$ cat config.mk
export PLATFORM = sky130hd
export DESIGN_NAME = modulation_segment_tx
export DESIGN_NICKNAME = d
export VERILOG_FILES = /design/src/rtl/modulation_segment_tx.sv
export SDC_FILE = /design/constraint.sdc
export NUM_CORES = 1
export LEC_CHECK = 0
export ABC_AREA = 1
export BUFFER_PORTS_ARGS = -buffer_cell sky130_fd_sc_hd__buf_2
export CELL_PAD_IN_SITES_DETAIL_PLACEMENT = 1
export CELL_PAD_IN_SITES_GLOBAL_PLACEMENT = 2
export CORE_AREA = 2 2 85 79
export CTS_CLUSTER_DIAMETER = 200
export CTS_CLUSTER_SIZE = 25
export DETAILED_ROUTE_END_ITERATION = 12
export DIE_AREA = 0 0 87 81
export GPL_TIMING_DRIVEN = 0
export PLACE_DENSITY_LB_ADDON = 0.1
export SLEW_MARGIN = 10
export SYNTH_ARGS = -nofsm -noshare
export SYNTH_HDL_FRONTEND = slang
export SYNTH_SLANG_ARGS = --single-unit
$ cat constraint.sdc
create_clock -name clk -period 2.7 [get_ports clk]
set_clock_uncertainty 0.2 [all_clocks]
set_input_delay 0.135 -clock clk [delete_from_list [all_inputs] [get_ports clk]]
set_output_delay 0.135 -clock clk [all_outputs]
set_load 0.02 [all_outputs]
$ cat src/rtl/modulation_segment_tx.sv
// Serial antipodal modulator: one NUM_SEG-bit frame in, one Q16.16 symbol stream out.
// Optional guard prefix of GUARD_LEN zero samples when MODULATION_GUARD_EN is defined.
module modulation_segment_tx #(
  parameter int NUM_SEG         = 10,
  parameter int SAMPLES_PER_SEG = 1,
  parameter int GUARD_LEN       = 2
) (
  input  logic               clk,
  input  logic               reset,
  input  logic               start,
  input  logic [NUM_SEG-1:0] input_bit,
  output logic [31:0]        sample_out,
  output logic [3:0]         seg_idx,
  output logic               valid,
  output logic               last,
  output logic               guard,
  output logic               busy
);

  localparam logic [31:0] PLUS     = 32'h0001_0000;
  localparam logic [31:0] MINUS    = 32'hFFFF_0000;
  localparam logic [7:0]  SPS_LAST = 8'(SAMPLES_PER_SEG - 1);
  localparam logic [3:0]  SEG_LAST = 4'(NUM_SEG - 1);

  if (NUM_SEG < 2 || NUM_SEG > 16 || SAMPLES_PER_SEG < 1 || SAMPLES_PER_SEG > 255 ||
      GUARD_LEN < 1 || GUARD_LEN > 15) begin : g_param_err
    $error("modulation_segment_tx: parameter out of legal range");
  end

  // Even segments use +1.0 as reference, odd ones -1.0; a zero bit selects the negated reference.
  function automatic logic [31:0] symbol(input logic [3:0] k, input logic b);
    return (b ^ k[0]) ? PLUS : MINUS;
  endfunction

`ifdef MODULATION_GUARD_EN
  localparam logic [3:0] GUARD_LAST = 4'(GUARD_LEN - 1);
  typedef enum logic [1:0] {IDLE = 2'd0, SEND = 2'd1, GUARD = 2'd2} state_t;
  logic [3:0] gcnt_q;
  logic       guard_q;
`else
  typedef enum logic [1:0] {IDLE = 2'd0, SEND = 2'd1} state_t;
`endif

  state_t             state_q;
  logic [NUM_SEG-1:0] frame_q;
  logic [7:0]         sps_q;
  logic [3:0]         seg_q;
  logic [31:0]        sample_q;
  logic               valid_q;
  logic               last_q;

  logic [7:0]  nxt_sps_d;
  logic [3:0]  nxt_seg_d;
  logic        nxt_last_d;
  logic        end_d;
  logic [31:0] nxt_sym_d;

  // Position of the sample after the one currently on the outputs.
  always_comb begin
    nxt_sps_d = sps_q + 8'd1;
    nxt_seg_d = seg_q;
    if (sps_q == SPS_LAST) begin
      nxt_sps_d = 8'd0;
      nxt_seg_d = seg_q + 4'd1;
    end else begin
      nxt_sps_d = sps_q + 8'd1;
    end
    nxt_last_d = (nxt_seg_d == SEG_LAST) && (nxt_sps_d == SPS_LAST);
    end_d      = (seg_q == SEG_LAST) && (sps_q == SPS_LAST);
    nxt_sym_d  = symbol(nxt_seg_d, frame_q[nxt_seg_d]);
  end

  // Frame FSM; counters and outputs describe the sample being presented this cycle.
  always_ff @(posedge clk) begin
    if (reset) begin
      state_q  <= IDLE;
      frame_q  <= '0;
      sps_q    <= 8'd0;
      seg_q    <= 4'd0;
      sample_q <= 32'd0;
      valid_q  <= 1'b0;
      last_q   <= 1'b0;
`ifdef MODULATION_GUARD_EN
      gcnt_q   <= 4'd0;
      guard_q  <= 1'b0;
`endif
    end else begin
      case (state_q)
        IDLE: begin
          if (start) begin
            frame_q <= input_bit;
            valid_q <= 1'b1;
            sps_q   <= 8'd0;
            seg_q   <= 4'd0;
            last_q  <= 1'b0;
`ifdef MODULATION_GUARD_EN
            state_q  <= GUARD;
            gcnt_q   <= 4'd0;
            guard_q  <= 1'b1;
            sample_q <= 32'd0;
`else
            state_q  <= SEND;
            sample_q <= symbol(4'd0, input_bit[0]);
`endif
          end else begin
            valid_q  <= 1'b0;
            sample_q <= 32'd0;
            last_q   <= 1'b0;
          end
        end
`ifdef MODULATION_GUARD_EN
        GUARD: begin
          if (gcnt_q == GUARD_LAST) begin
            state_q  <= SEND;
            guard_q  <= 1'b0;
            sample_q <= symbol(4'd0, frame_q[0]);
          end else begin
            gcnt_q   <= gcnt_q + 4'd1;
          end
        end
`endif
        SEND: begin
          if (end_d) begin
            state_q  <= IDLE;
            valid_q  <= 1'b0;
            sample_q <= 32'd0;
            sps_q    <= 8'd0;
            seg_q    <= 4'd0;
            last_q   <= 1'b0;
          end else begin
            sps_q    <= nxt_sps_d;
            seg_q    <= nxt_seg_d;
            sample_q <= nxt_sym_d;
            last_q   <= nxt_last_d;
          end
        end
        default: begin
          state_q  <= IDLE;
          valid_q  <= 1'b0;
          sample_q <= 32'd0;
          sps_q    <= 8'd0;
          seg_q    <= 4'd0;
          last_q   <= 1'b0;
        end
      endcase
    end
  end

  assign sample_out = sample_q;
  assign seg_idx    = seg_q;
  assign valid      = valid_q;
  assign busy       = valid_q;
  assign last       = last_q;
`ifdef MODULATION_GUARD_EN
  assign guard      = guard_q;
`else
  assign guard      = 1'b0;
`endif

endmodule
=== After elaboration in Yosys (flattened, before gate mapping) ===
Cells that the tools add are included.

* Magnitude comparators: 1
* Mux-type cells: 21
* Add/subtract/negate cells: 2
* Bitwise operators: 2
* Reduce and logical (&&, ||, !) cells: 8
* Eq/ne operators: 5

{| class="wikitable"
|+ Operators by type and width
! kind !! number
|-
| two-way mux 32 bit || 4
|-
| case mux 32 bit (2 select lines) || 1
|-
| two-way mux 8 bit || 3
|-
| logical NOT 8 bit || 2
|-
| case mux 8 bit (2 select lines) || 1
|-
| two-way mux 4 bit || 3
|-
| adder 8 x 1 -> 8 bit, second input constant || 1
|-
| equality test 4 bit, second input constant || 2
|-
| case mux 4 bit (2 select lines) || 1
|-
| < comparator 4 x 5 -> 1 bit, second input constant || 1
|-
| adder 4 x 1 -> 4 bit, second input constant || 1
|-
| binary-select mux 1 bit (select 4 bit) || 1
|-
| two-way mux 2 bit || 2
|-
| != test 2 bit, second input constant || 2
|-
| case mux 2 bit (2 select lines) || 1
|-
| AND reduction 2 bit || 2
|-
| two-way mux 1 bit || 3
|-
| OR reduction 3 bit || 1
|-
| equality test 2 x 1 -> 1 bit, second input constant || 1
|-
| logical AND 1 bit || 2
|-
| logical NOT 2 bit || 1
|-
| case mux 1 bit (2 select lines) || 1
|-
| inverter 1 bit || 1
|-
| bitwise XOR 1 bit || 1
|}

* Bits of input ports: 13
* Register bits: 58
* Word-level logic and storage cells: 46

=== Depth between registers and ports, before layout ===
Gate-level depths: netlist (run 1).

* Word-level depth: 8
* Mapped depth: 15

=== Worst setup path before layout (run 1) ===
Ideal clock, no wire load.

* Path kind: flip-flop to flip-flop
* From: register sps_q[0]
* To: register sample_q[30], in the netlist sample_out[30]
* Arrival: 1536 ps
* Clock period less this slack: 1867 ps
* Setup time: 131 ps
* Path slack: 833 ps
* Stages on the path, launching flop included: 13
* Buffers on the path: 0
* Cell sequence: dfxtp_1 > inv_1 > ha_1 > nand2_2 > nor2_4 > nand2_4 > nor2_8 > xor2_1 > nand3_1 > nand3_1 > nand3_1 > nand3_2 > a21oi_2

* Word-level cells in the longest chain between the ends: 8

{| class="wikitable"
|+ RTL lines
! item !! line !! text
|-
| start: declaration || 46 || <nowiki>logic [7:0] sps_q;</nowiki>
|-
| start signal: assignment || 131 || <nowiki>sps_q <= nxt_sps_d;</nowiki>
|-
| logical NOT 8 bit (*) || 62, 69 ||
|-
| two-way mux 4 bit || 62 || <nowiki>if (sps_q == SPS_LAST) begin</nowiki>
|-
| binary-select mux 1 bit (select 4 bit) || 70 || <nowiki>nxt_sym_d = symbol(nxt_seg_d, frame_q[nxt_seg_d]);</nowiki>
|-
| two-way mux 1 bit (not written as such) || 70 ||
|-
| bitwise XOR 1 bit || 32 || <nowiki>return (b ^ k[0]) ? PLUS : MINUS;</nowiki>
|-
| two-way mux 32 bit || 32 ||
|-
| two-way mux 32 bit (*) || 123 || <nowiki>if (end_d) begin</nowiki>
|-
| case mux 32 bit (2 select lines) (*) || 88 || <nowiki>case (state_q)</nowiki>
|-
| end signal: assignment || 103 || <nowiki>sample_q <= symbol(4'd0, input_bit[0]);</nowiki>
|-
| end signal: assignment || 133 || <nowiki>sample_q <= nxt_sym_d;</nowiki>
|-
| end: declaration || 48 || <nowiki>logic [31:0] sample_q;</nowiki>
|}

Mark *: on every way between the ends. The rest lies on a longest branch, timed or not. The select of a mux whose other input is x is not followed.
A chain may end at the register's enable or synchronous reset.

=== Worst setup path after layout (run 1) ===
Ends and elaborated chain as after synthesis.

==> results.txt, run 1 <==
- Run status: complete, no violations
* Chip width: just under 90 um
* Cell-by-cell trace of the critical path: inv_1 > ha_1 > nand2_2 > nor2_4 > nand2_4 > nor2_8 > xor2_1 > nand3_1 > nand3_1 > nand3_1 > nand3_2 > a21oi_2
* Setup CP Type: register to register
- Among all stages on the critical path, the largest delay is contributed by sky130_fd_sc_hd__dfxtp_1.
- Averaged over all synthesized cells, the footprint is just over 7 um2.
* Compound-Gate Fraction of Synth Area: 0.1185
- Resized cells post-CTS: 0
- On the worst path, the slowest cell contributes a delay of roughly 0.34 ns.
- CTS clk-pin slew, worst paths: around 0.10 ns
- TritonCTS clock tree: yes
* HPWL after DPL: 3.437 mm
* Switching power share of the total: 0.3169
- Layout cell share with drive strength beyond 1: 0.2961
- Of all nets on the critical path, the largest fanout is 10.
- In this run the vertical extent of the chip is slightly above 80 um.
- Post-DR wirelength/cell: around 12 um
- In this run the tightest slew margin relative to its limit is 0.6108.
- The net count of the finished layout is around 320.
- Num Clock Sinks: 27
* Post-synthesis share of cell area spent on full adders, half adders and majority gates: 0.02909
- Along the worst hold path, the cell count comes to 5.
- Proportion of synthesized area in mux cells: 0
- Counting along the longest clock path gives a buffer depth of 2.
- Violation count after the first detailed-route iteration: 48
* Final Setup Violations: 0
- For this design the ratio of total power to cell area is slightly above 400 nW/um2.
- The analysis attributes to net switching a power of 0.2856 mW.
- By area, the combinational part of the netlist is dominated by simple AND/OR/NAND/NOR gates.
* Full die area: a little over 7000 um2
- STA puts the critical path data required time at between 2 and 3 ns.
* Starting density of the core: 0.2743
* Critical path's most frequent cell: sky130_fd_sc_hd__nand3_1
* Dominant cell type by area after synthesis: sky130_fd_sc_hd__dfxtp_1
- Period utilisation layout: 0.7967
* Warnings from Yosys: 0
- After clock tree synthesis, the setup repair step added 0 buffers.
- The number of global-route vias before repair was between 1500 and 2000.
- Share of total power in sequential cells: 0.475
- Clk Tree Root Cell: sky130_fd_sc_hd__clkbuf_8
- For this run, the total global-route usage over all layers was measured as 0.1332.
- Number of max-capacitance violations reported: 0
* Unrepaired setup endpoints after global routing: no
- Arrival time reported for the critical path endpoint: between 2 and 2.5 ns
* Placed standard-cell area: slightly above 2000 um2
- Internal power: slightly above 0.6 mW
- Area added between synthesis and finish: 27.35%
- The critical path runs through a total of 12 cells.
- The cell count after synthesis came out at 240.
- Cell leakage power: between 1 and 1.5 nW
- The repair_antennas step left the layout with diodes totalling 0.
- DRT Pass-1 Iters: 4
* Worst hold path class: input port to register
- The worst-case IR drop observed on VDD is roughly 0.15 mV.
- Level count of the clock H-tree: 1
* Post-Route Setup TNS: 0 ns
- Of the total synthesized cell area, the portion taken by XOR and XNOR cells is 0.02473.
- The design draws ~0.9 mW.
- For this design the top-level I/O count stands at between 50 and 60.
- For this run the aggregate overflow at the end of global routing stands at 0.
- The cell family contributing the most delay on the critical path is simple AND/OR/NAND/NOR gates.
- The count of nets left with antenna violations once routing finished came out at 0.
- Hold timing on the final database bottoms out at a slack of 0.07794 ns.
- For this run, the register share of the synthesized area comes to 0.3142.
- The cell area that synthesis handed to floorplanning was 1720 um2.
* Wire length of the first global-routing pass: between 7 and 8 mm
- Of the total power, combinational logic draws 0.256.
- Total via count after detailed routing: between 1500 and 2000
- STA classifies the critical path startpoint as a register.
- After synthesis, the cell types taking the most area are sky130_fd_sc_hd__dfxtp_1, sky130_fd_sc_hd__buf_4, sky130_fd_sc_hd__nand2_1.
* Number of register bits inferred by synthesis: 27
- Input/output buffers: 34
- Antenna violations before repair: 0
- Final critical path time including I/O delays and setup: between 2 and 2.5 ns
- Part of the total power dissipated in the clock network: 0.269
- Clock tree synthesis inserted a total of 3 buffers.
* Clock network latency to the later pin of the worst-skew pair: 0.28 ns
- RD Place Congestion: roughly 0.72
* Worst path bufs/invs: 1
* Final Routed Wirelength: about 4.4 mm
- The final-report hold violation count is 0.
- For the worst flop-to-flop path, the logic depth is 12.
- Of the post-synthesis cell area, the dominant cell type holds 0.3142.
- Core box area: 6271 um2
* Total number of placement rows: 28
* Max Transition Viols Final: 0
- Share of synthesized cell area in and, or, nand and nor gates: 0.2887
- Entering global routing, the biggest net connects 16 pins.
* Remaining design rule violation count: 0
* Post-route cell area: approximately 2200 um2
* Number of unique standard cell types used by synthesis: 31
- For the pin with the worst max-slew slack, the measured transition is a little under 0.6 ns.
- Using the TritonRoute via totals, the vias-per-cell ratio works out to 4.243.
* Achievable Freq: approximately 460 MHz
* Critical path endpoint category: register
kinds of logic (layout without fill, tap and decap cells):
family / after synthesis / in the layout
AND/OR/NAND/NOR: 100 / 100
buffers and inverters: 70 / 118
AO/OA/AOI/OAI: 34 / 34
flip-flops: 27 / 27
adder cells (fa/ha/maj): 4 / 4
XOR/XNOR: 4 / 4
other: 1 / 17
synthesized netlist by cell type, drive strengths merged:
cell type / n
nand2: 49
buf: 32
inv: 30
dfxtp: 27
nand3: 22
nor2: 22
a21oi: 17
o21ai: 7
a211oi: 6
clkbuf: 6
ha: 4
xor2: 4
a22oi: 2
clkinv: 2
nand3b: 2
nand4: 2
nor3: 2
a22o: 1
and3: 1
conb: 1
o21a: 1
placed cells by master (no fill, tap or decap), drive strengths merged:
cell type / count
buf: 66
a21oi: 17
nand4: 2
clkbuf: 9
a211oi: 6
clkinv: 3
o21a: 1
xor2: 4
nor3: 2
nand3b: 2
nand3: 22
dlygate4sd3: 10
dfxtp: 27
and3: 1
a22oi: 2
inv: 30
conb: 17
nor2: 22
nand2: 49
a22o: 1
o21ai: 7
ha: 4
routing by layer:
layer	part of all wire	track usage	up-vias
met2	0.42	0.2130	43
met4	0.0073	0.03281	0
met3	0.059	0.02134	4
li1	-	-	840
met5	0	0	-
met1	0.52	0.1867	721
tightest hold or removal path, cell delays in order:
cell                      delay, ns
sky130_fd_sc_hd__buf_2         0.11
sky130_fd_sc_hd__inv_1         0.05
sky130_fd_sc_hd__nor2_1        0.09
sky130_fd_sc_hd__nand2_1       0.08
sky130_fd_sc_hd__a21oi_1       0.06
state kept, by name, indices dropped and copies added (netlist names):
register,cells
state_q,1
busy,1
sps_q,8
sample_out,2
frame_q,10
last,1
seg_idx,4
worst paths after layout:
check,from,endpoint,slack (ns)
worst max register to register,sps_q[0]$_SDFFE_PP0P_,sample_out[30]$_SDFF_PP0_,0.55
worst max-delay path,sps_q[0]$_SDFFE_PP0P_,sample_out[30]$_SDFF_PP0_,0.55
worst min-delay path,start,frame_q[3]$_SDFFE_PP0P_,0.08
worst min register to register,frame_q[3]$_SDFFE_PP0P_,frame_q[3]$_SDFFE_PP0P_,0.27
power by group through the flow:
stage               combinational (mW)  clock [mW]  sequential (mW)
floorplan                        0.162           0            0.441
global placement                 0.222           0            0.437
detailed placement               0.222           0            0.438
CTS                              0.234       0.257            0.429
global route                     0.257       0.276            0.431
finish                           0.231       0.242            0.428
layout make-up:
| class | count | area (um2) |
|---|---|---|
| Timing Repair Buffer | 44 | 270.3 |
| Clock buffer | 3 | 41.29 |
| Sequential cell | 27 | 540.5 |
| Tap cell | 75 | 93.84 |
| Fill cell | 791 | 4080 |
| Buffer | 38 | 262.8 |
| Inverter | 32 | 120.1 |
| Multi-Input combinational cell | 159 | 857.1 |
| Clock inverter | 1 | 5.005 |
metrics by stage:
stage          cells  utilization  setup slack [ns]
2_1_floorplan    256            -            0.8335
3_3_place_gp     365       0.3260            0.5354
3_5_place_dp     365       0.3260            0.5423
4_1_cts          379       0.3494            0.5289
5_1_grt          379       0.3494            0.3188
6_report         379       0.3494            0.5490
timing repair:
action | 4_1_cts | 5_1_grt
hold buffers | 10 | 0
endpoints found under the hold margin | 11 | 0
setup endpoints to repair | 0 | 0
Power figures use the tool's default switching activity.
==> inputs of run 2 (changes only) <==
--- a/config.mk
+++ b/config.mk
@@ -9,11 +9,11 @@
 export BUFFER_PORTS_ARGS = -buffer_cell sky130_fd_sc_hd__buf_2
 export CELL_PAD_IN_SITES_DETAIL_PLACEMENT = 1
 export CELL_PAD_IN_SITES_GLOBAL_PLACEMENT = 2
-export CORE_AREA = 2 2 85 79
+export CORE_AREA = 2 2 91 84
 export CTS_CLUSTER_DIAMETER = 200
 export CTS_CLUSTER_SIZE = 25
 export DETAILED_ROUTE_END_ITERATION = 12
-export DIE_AREA = 0 0 87 81
+export DIE_AREA = 0 0 93 86
 export GPL_TIMING_DRIVEN = 0
 export PLACE_DENSITY_LB_ADDON = 0.1
 export SLEW_MARGIN = 10
==> constraint.sdc (replaced) <==
create_clock -name clk -period 1.89 [get_ports clk]
set_clock_uncertainty 0.2 [all_clocks]
set_input_delay 0.0945 -clock clk [delete_from_list [all_inputs] [get_ports clk]]
set_output_delay 0.0945 -clock clk [all_outputs]
set_load 0.02 [all_outputs]
==> results.txt, run 2 (same netlist as run 1, synthesis figures left out) <==
- After floorplanning, the core was sized to cover 6967 um2.
- The final layout contains 330 nets.
- In the final routed layout, each cell accounts on average for 11.66 um.
- Level count of the clock H-tree: 1
* Final critical path time including I/O delays and setup: between 2 and 2.5 ns
* Largest vdd supply drop: between 0.2 and 0.25 mV
- RD Place Congestion: approximately 0.75
- Violation count after the first detailed-route iteration: 37
- At the worst endpoint, the arrival time is around 2.0 ns.
* Cell count of the worst reg-to-reg path: 12
- The repair_antennas step left the layout with diodes totalling 0.
- Inserted Clock Buffers: 3
* # placed instances: between 300 and 400
* Run status: finished with violations
- Antenna violations before repair: 0
- Critical path's top delay family: simple AND/OR/NAND/NOR gates
* Final worst-path setup slack: -0.1319 ns
* Delay of the slowest cell on the worst path: 0.34 ns
- Using the TritonRoute via totals, the vias-per-cell ratio works out to roughly 4.0.
- Number of max-capacitance violations reported: 0
* Final hold vios: 2
- In this run the horizontal extent of the chip is between 90 and 100 um.
- Slew of the pin with the lowest slew margin: a little under 0.6 ns
- Peak fanout along the critical path: 7
- The register with the most flip-flops in the layout has 10 of them.
- Summed over all layers, the global routing overflow is 0.
* Layer with the highest usage after global routing: met2
- The initialized floorplan defines 29 standard-cell rows.
- Dividing the final minimum period by the clock period gives 1.070.
* Power per unit of standard cell area: around 540 nW/um2
- Of the cells placed in the final design, the portion with a size suffix greater than 1 is 0.3974.
- Required time of the worst setup path: between 1.5 and 2 ns
- The final reports fail on negative hold slack, negative setup slack.
- HPWL after DPL: roughly 3.6 mm
- Max Transition Viols Final: 0
* Met1 track demand over resource in global routing: 0.1718
- The first TritonRoute pass finished after 4 iterations.
- Worst path bufs/invs: 1
* Cell-by-cell trace of the critical path: inv_2 > ha_4 > nand2_4 > nor2_4 > nand2_8 > nor2_8 > xor2_4 > nand3_2 > nand3_1 > nand3_2 > nand3_2 > a21oi_2
* Critical path endpoint category: register
* Critical path's most frequent cell: sky130_fd_sc_hd__nand3_2
- Reg with most FFs: frame_q
* CTS clk-pin slew, worst paths: around 0.10 ns
- CP Launch Type: register
- Overall routing resource usage: 0.1233
- The area growth from synthesis to layout is 40.73%.
- Wire length of the first global-routing pass: around 7.9 mm
* Clk Tree Root Cell: sky130_fd_sc_hd__clkbuf_8
* Clock network latency to the later pin of the worst-skew pair: ~0.28 ns
* Cell leakage power: between 1 and 1.5 nW
* Number of standard cells in the final layout excluding fillers: approximately 410
- Input/output buffers: 34
* Top Ports: 53
- Number of routed nets with antenna violations: 0
- The initial utilization of the core area, before any placement, comes to 0.2469.
- Max transition margin: 0.6144
- Remaining design rule violation count: 0
* TritonCTS clock tree: yes
- Total via count after detailed routing: roughly 1600
- Via count of the first global-routing pass: 1643
- The worst hold path passes through 5 cells.
- Maximum buffer depth of the clock tree: 2
- Number of stages on the worst setup path: 12
- Chip height: between 80 and 90 um
* Setup CP Type: register to register
- Unrepaired setup endpoints after global routing: yes
- Pre-CTS WS: -0.2584 ns
- Num Clock Sinks: 27
* Multi-input combinational cell area: between 900 and 1000 um2
- In the global route stage, met3 resource usage came out at 0.01757.
- Final Routed Wirelength: ~4.7 mm
* Full die area: ~8000 um2
- Entering global routing, the biggest net connects 16 pins.
- In the layout the commonest cells are sky130_fd_sc_hd__nand2_1, sky130_fd_sc_hd__buf_4, sky130_fd_sc_hd__buf_2.
* Worst hold path class: input port to register
* Fillers: 890
* Met2 Use GR: 0.1983
- Area used by sequential logic in the layout: approximately 540 um2
* Achievable Freq: between 400 and 500 MHz
- Among all stages on the critical path, the largest delay is contributed by sky130_fd_sc_hd__dfxtp_2.
* Final Setup Violations: 2
- Post-route worst hold slack: -0.001863 ns
run 2: changes by cell type in the layout (fill, tap and decap cells not counted), sizes merged:
| cell | previous run | this run |
|---|---|---|
| buf | 66 | 74 |
run 2: report_power, final:
group          switching [mW]  internal (mW)  total, mW  leakage [nW]
registers              0.0184          0.594      0.612         0.222
clock network           0.200          0.148      0.349        0.0255
logic                   0.203          0.148      0.352         0.893
run 2: final cells by class:
cell class | count | area share
repair buffers | 52 | 0.1380
well taps | 93 | 0.04806
clock buffers | 3 | 0.01705
clock inverters | 1 | 0.002067
inverters | 32 | 0.05013
flip-flops and latches | 27 | 0.2243
plain buffers | 38 | 0.1096
multi-input cells | 159 | 0.4109
run 2: layer usage:
layer,vias up,wire [um]
met2,41,2045
met5,-,0
met3,5,222
met4,0,60
met1,730,2393
li1,860,-
run 2: stage by stage:
step / power, mW / cell area [um2] / utilization / TNS (ns)
after floorplan: 0.8605 / 1780 / - / 0
after global placement: 0.9431 / 2067 / 0.2967 / -1.253
after detailed placement: 0.9447 / 2067 / 0.2967 / -1.128
after CTS: 1.329 / 2344 / 0.3364 / -0.1938
after global routing: 1.395 / 2421 / 0.3475 / -1.102
final: 1.312 / 2421 / 0.3475 / -0.1610
run 2: worst reg2reg max path, delay by kind of cell (launching register included):
kind                       cells  cell delay, ns
DFF                            1            0.34
adders and majority gates      1            0.14
AOI/OAI and AO/OA              1            0.04
xor gates and xnor gates       1            0.22
buffers and inverters          1            0.08
and+or+nand+nor                8            0.89
run 2: worst paths after layout:
path / endpoint / startpoint / slack, ns
worst max-delay path: sample_out[30]$_SDFF_PP0_ / sps_q[1]$_SDFFE_PP0P_ / -0.13
worst min-delay path: frame_q[3]$_SDFFE_PP0P_ / start / -0.002
worst max register to register: sample_out[30]$_SDFF_PP0_ / sps_q[1]$_SDFFE_PP0P_ / -0.13
worst min register to register: frame_q[7]$_SDFFE_PP0P_ / frame_q[7]$_SDFFE_PP0P_ / 0.26
run 2: timing repair:
action	4_1_cts	5_1_grt
endpoints found under the setup margin	22	24
buffers inserted	6	2
pin swaps	7	8
resized for setup	20	17
hold endpoints to repair	11	0
hold buffers	10	0
==> inputs of run 3 (changes only) <==
--- a/config.mk
+++ b/config.mk
@@ -16,6 +16,7 @@
 export DIE_AREA = 0 0 93 86
 export GPL_TIMING_DRIVEN = 0
 export PLACE_DENSITY_LB_ADDON = 0.1
+export RECOVER_POWER = 100
 export SLEW_MARGIN = 10
 export SYNTH_ARGS = -nofsm -noshare
 export SYNTH_HDL_FRONTEND = slang
==> results.txt, run 3 (same netlist as run 1, synthesis figures left out) <==
- After floorplanning, the core was divided into 29 placement rows.
- STA puts the critical path data required time at around 1.9 ns.
- Using the TritonRoute via totals, the vias-per-cell ratio works out to 4.030.
- Critical path endpoint category: register
- Run status: finished with violations
* Reg with most FFs: frame_q
- CTS clk-pin slew, worst paths: 0.10 ns
* Maximum buffer depth of the clock tree: 2
* Layout cell share with drive strength beyond 1: 0.3718
- HPWL after DPL: ~3.6 mm
- RD Place Congestion: 0.7458
- Final Routed Wirelength: around 4.7 mm
- The tree built by TritonCTS fans out to 27 sinks.
* Remaining design rule violation count: 0
* Slew of the pin with the lowest slew margin: 0.5802 ns
* Post-DR wirelength/cell: 11.70 um
- The design draws roughly 1.3 mW.
- In this run the number of H-tree levels came out at 1.
- The first global-routing pass estimated approximately 7.9 mm of wire.
* Final Setup Violations: 2
- Chip height: about 86 um
* Core box area: around 7000 um2
- Once routing completed, OpenROAD measured the worst setup slack at -0.1341 ns.
* Achievable Freq: approximately 490 MHz
- The routed design could run at a clock period as short as roughly 2.0 ns.
- Max-cap violations in this run came to 0.
- Via count of the first global-routing pass: approximately 1600
- Once detail routing completed, the nets flagged for antenna violations numbered 0.
- Cell leakage power: approximately 1.1 nW
- Dividing the final minimum period by the clock period gives 1.071.
* Arrival time reported for the critical path endpoint: roughly 2 ns
- From synthesis to final layout, the design area changed by 40.07%.
- GRT Residual Overflow: 0
* Largest vdd supply drop: 0.2330 mV
- Largest net degree at the start of global routing: 16
- Among all stages on the critical path, the largest delay is contributed by sky130_fd_sc_hd__dfxtp_2.
* Post-route worst hold slack: between 0.03 and 0.04 ns
- Top library cells by usage in the layout, fill and taps aside: sky130_fd_sc_hd__nand2_1, sky130_fd_sc_hd__buf_4, sky130_fd_sc_hd__buf_2
* DRT Pass-1 Iters: 4
- The register with the most flip-flops in the layout has 10 of them.
- Number of standard cells in the final layout excluding fillers: 405
* Max transition margin: 0.6132
* Violation count after the first detailed-route iteration: 28
- The worst setup path is launched from a register.
* Setup CP Type: register to register
- The routed layout has between 1500 and 2000 vias.
* Critical path's most frequent cell: sky130_fd_sc_hd__nand3_2
- In this run the horizontal extent of the chip is a little over 90 um.
- Max Transition Viols Final: 0
* Total Nets Final: 330
- The die covers 7998 um2.
* Power per unit of standard cell area: approximately 540 nW/um2
- Unrepaired setup endpoints after global routing: yes
* Number of inserted diodes: 0
* Clock network latency to the later pin of the worst-skew pair: 0.28 ns
* Final hold vios: 0
- The initial antenna violation count was 0.
- Post-Route Setup TNS: -0.1664 ns
* Peak fanout along the critical path: 7
* Violations in the final reports: negative setup slack
* Top Ports: 53
- TritonCTS clock tree: yes
- Cell-by-cell trace of the critical path: inv_2 > ha_4 > nand2_4 > nor2_4 > nand2_8 > nor2_8 > xor2_4 > nand3_2 > nand3_1 > nand3_2 > nand3_2 > a21oi_2
- Worst hold path class: input port to register
* Input/output buffers: 34
- In this design, the stage delay of the slowest critical-path cell is between 0.3 and 0.4 ns.
- Across every metal layer, demand over resource in global routing totals 0.1233.
- Starting density of the core: 0.2469
- Including well taps, the total number of placed cells is around 380.
- Clk Tree Root Cell: sky130_fd_sc_hd__clkbuf_8
- Inserted Clock Buffers: 3
## run 3: critical path, delay by kind of cell, from the launching register on
kind            cells  cell delay (ns)
compound gates      1             0.04
xor+xnor            1             0.22
fa+ha+maj           1             0.14
buf+inv             1             0.08
flops               1             0.34
simple gates        8             0.89
## run 3: area by class of cell
type                       instances  area [um2]
clock buffer                       3       41.29
buffer                            38       265.3
multi-input combinational        159       992.2
inverter                          32       121.4
clock inverter                     1       5.005
timing repair buffer              52       325.3
sequential                        27       543.0
tap                               93       116.4
fill                             896        4557
## run 3: metrics by stage
stage          area, um2  setup WS [ns]  utilization
2_1_floorplan       1780        0.02347            -
3_3_place_gp        2067        -0.2768       0.2967
3_5_place_dp        2067        -0.2584       0.2967
4_1_cts             2344        -0.1333       0.3364
5_1_grt             2410        -0.2828       0.3459
6_report            2410        -0.1341       0.3459
## run 3: path summary, 6_finish.rpt
check,slack [ns],startpoint,cells after the start,end
worst max register to register,-0.13,sps_q[1]$_SDFFE_PP0P_,12,sample_out[30]$_SDFF_PP0_
worst max-delay path,-0.13,sps_q[1]$_SDFFE_PP0P_,12,sample_out[30]$_SDFF_PP0_
worst min-delay path,0.04,start,5,frame_q[9]$_SDFFE_PP0P_
worst min register to register,0.26,frame_q[7]$_SDFFE_PP0P_,2,frame_q[7]$_SDFFE_PP0P_
## run 3: routing by layer
layer / global-route usage / routed length (um)
met5: 0 / 0
met4: 0.03610 / 60
met3: 0.01757 / 234
met2: 0.1983 / 2038
met1: 0.1718 / 2405
## run 3: report_power, final
| part | leakage, nW | total, mW | internal (mW) | switching, mW |
|---|---|---|---|---|
| Combinational | 0.863 | 0.351 | 0.147 | 0.204 |
| Clock | 0.0255 | 0.348 | 0.148 | 0.200 |
| Sequential | 0.222 | 0.612 | 0.594 | 0.0181 |
| Total | 1.11 | 1.31 | 0.888 | 0.422 |
## run 3: repair_timing
item,CTS,global route
hold endpoints to repair,11,0
buffers inserted,6,2
hold buffers,10,0
pin swaps,7,8
setup endpoints to repair,22,24
gates resized for setup,20,17
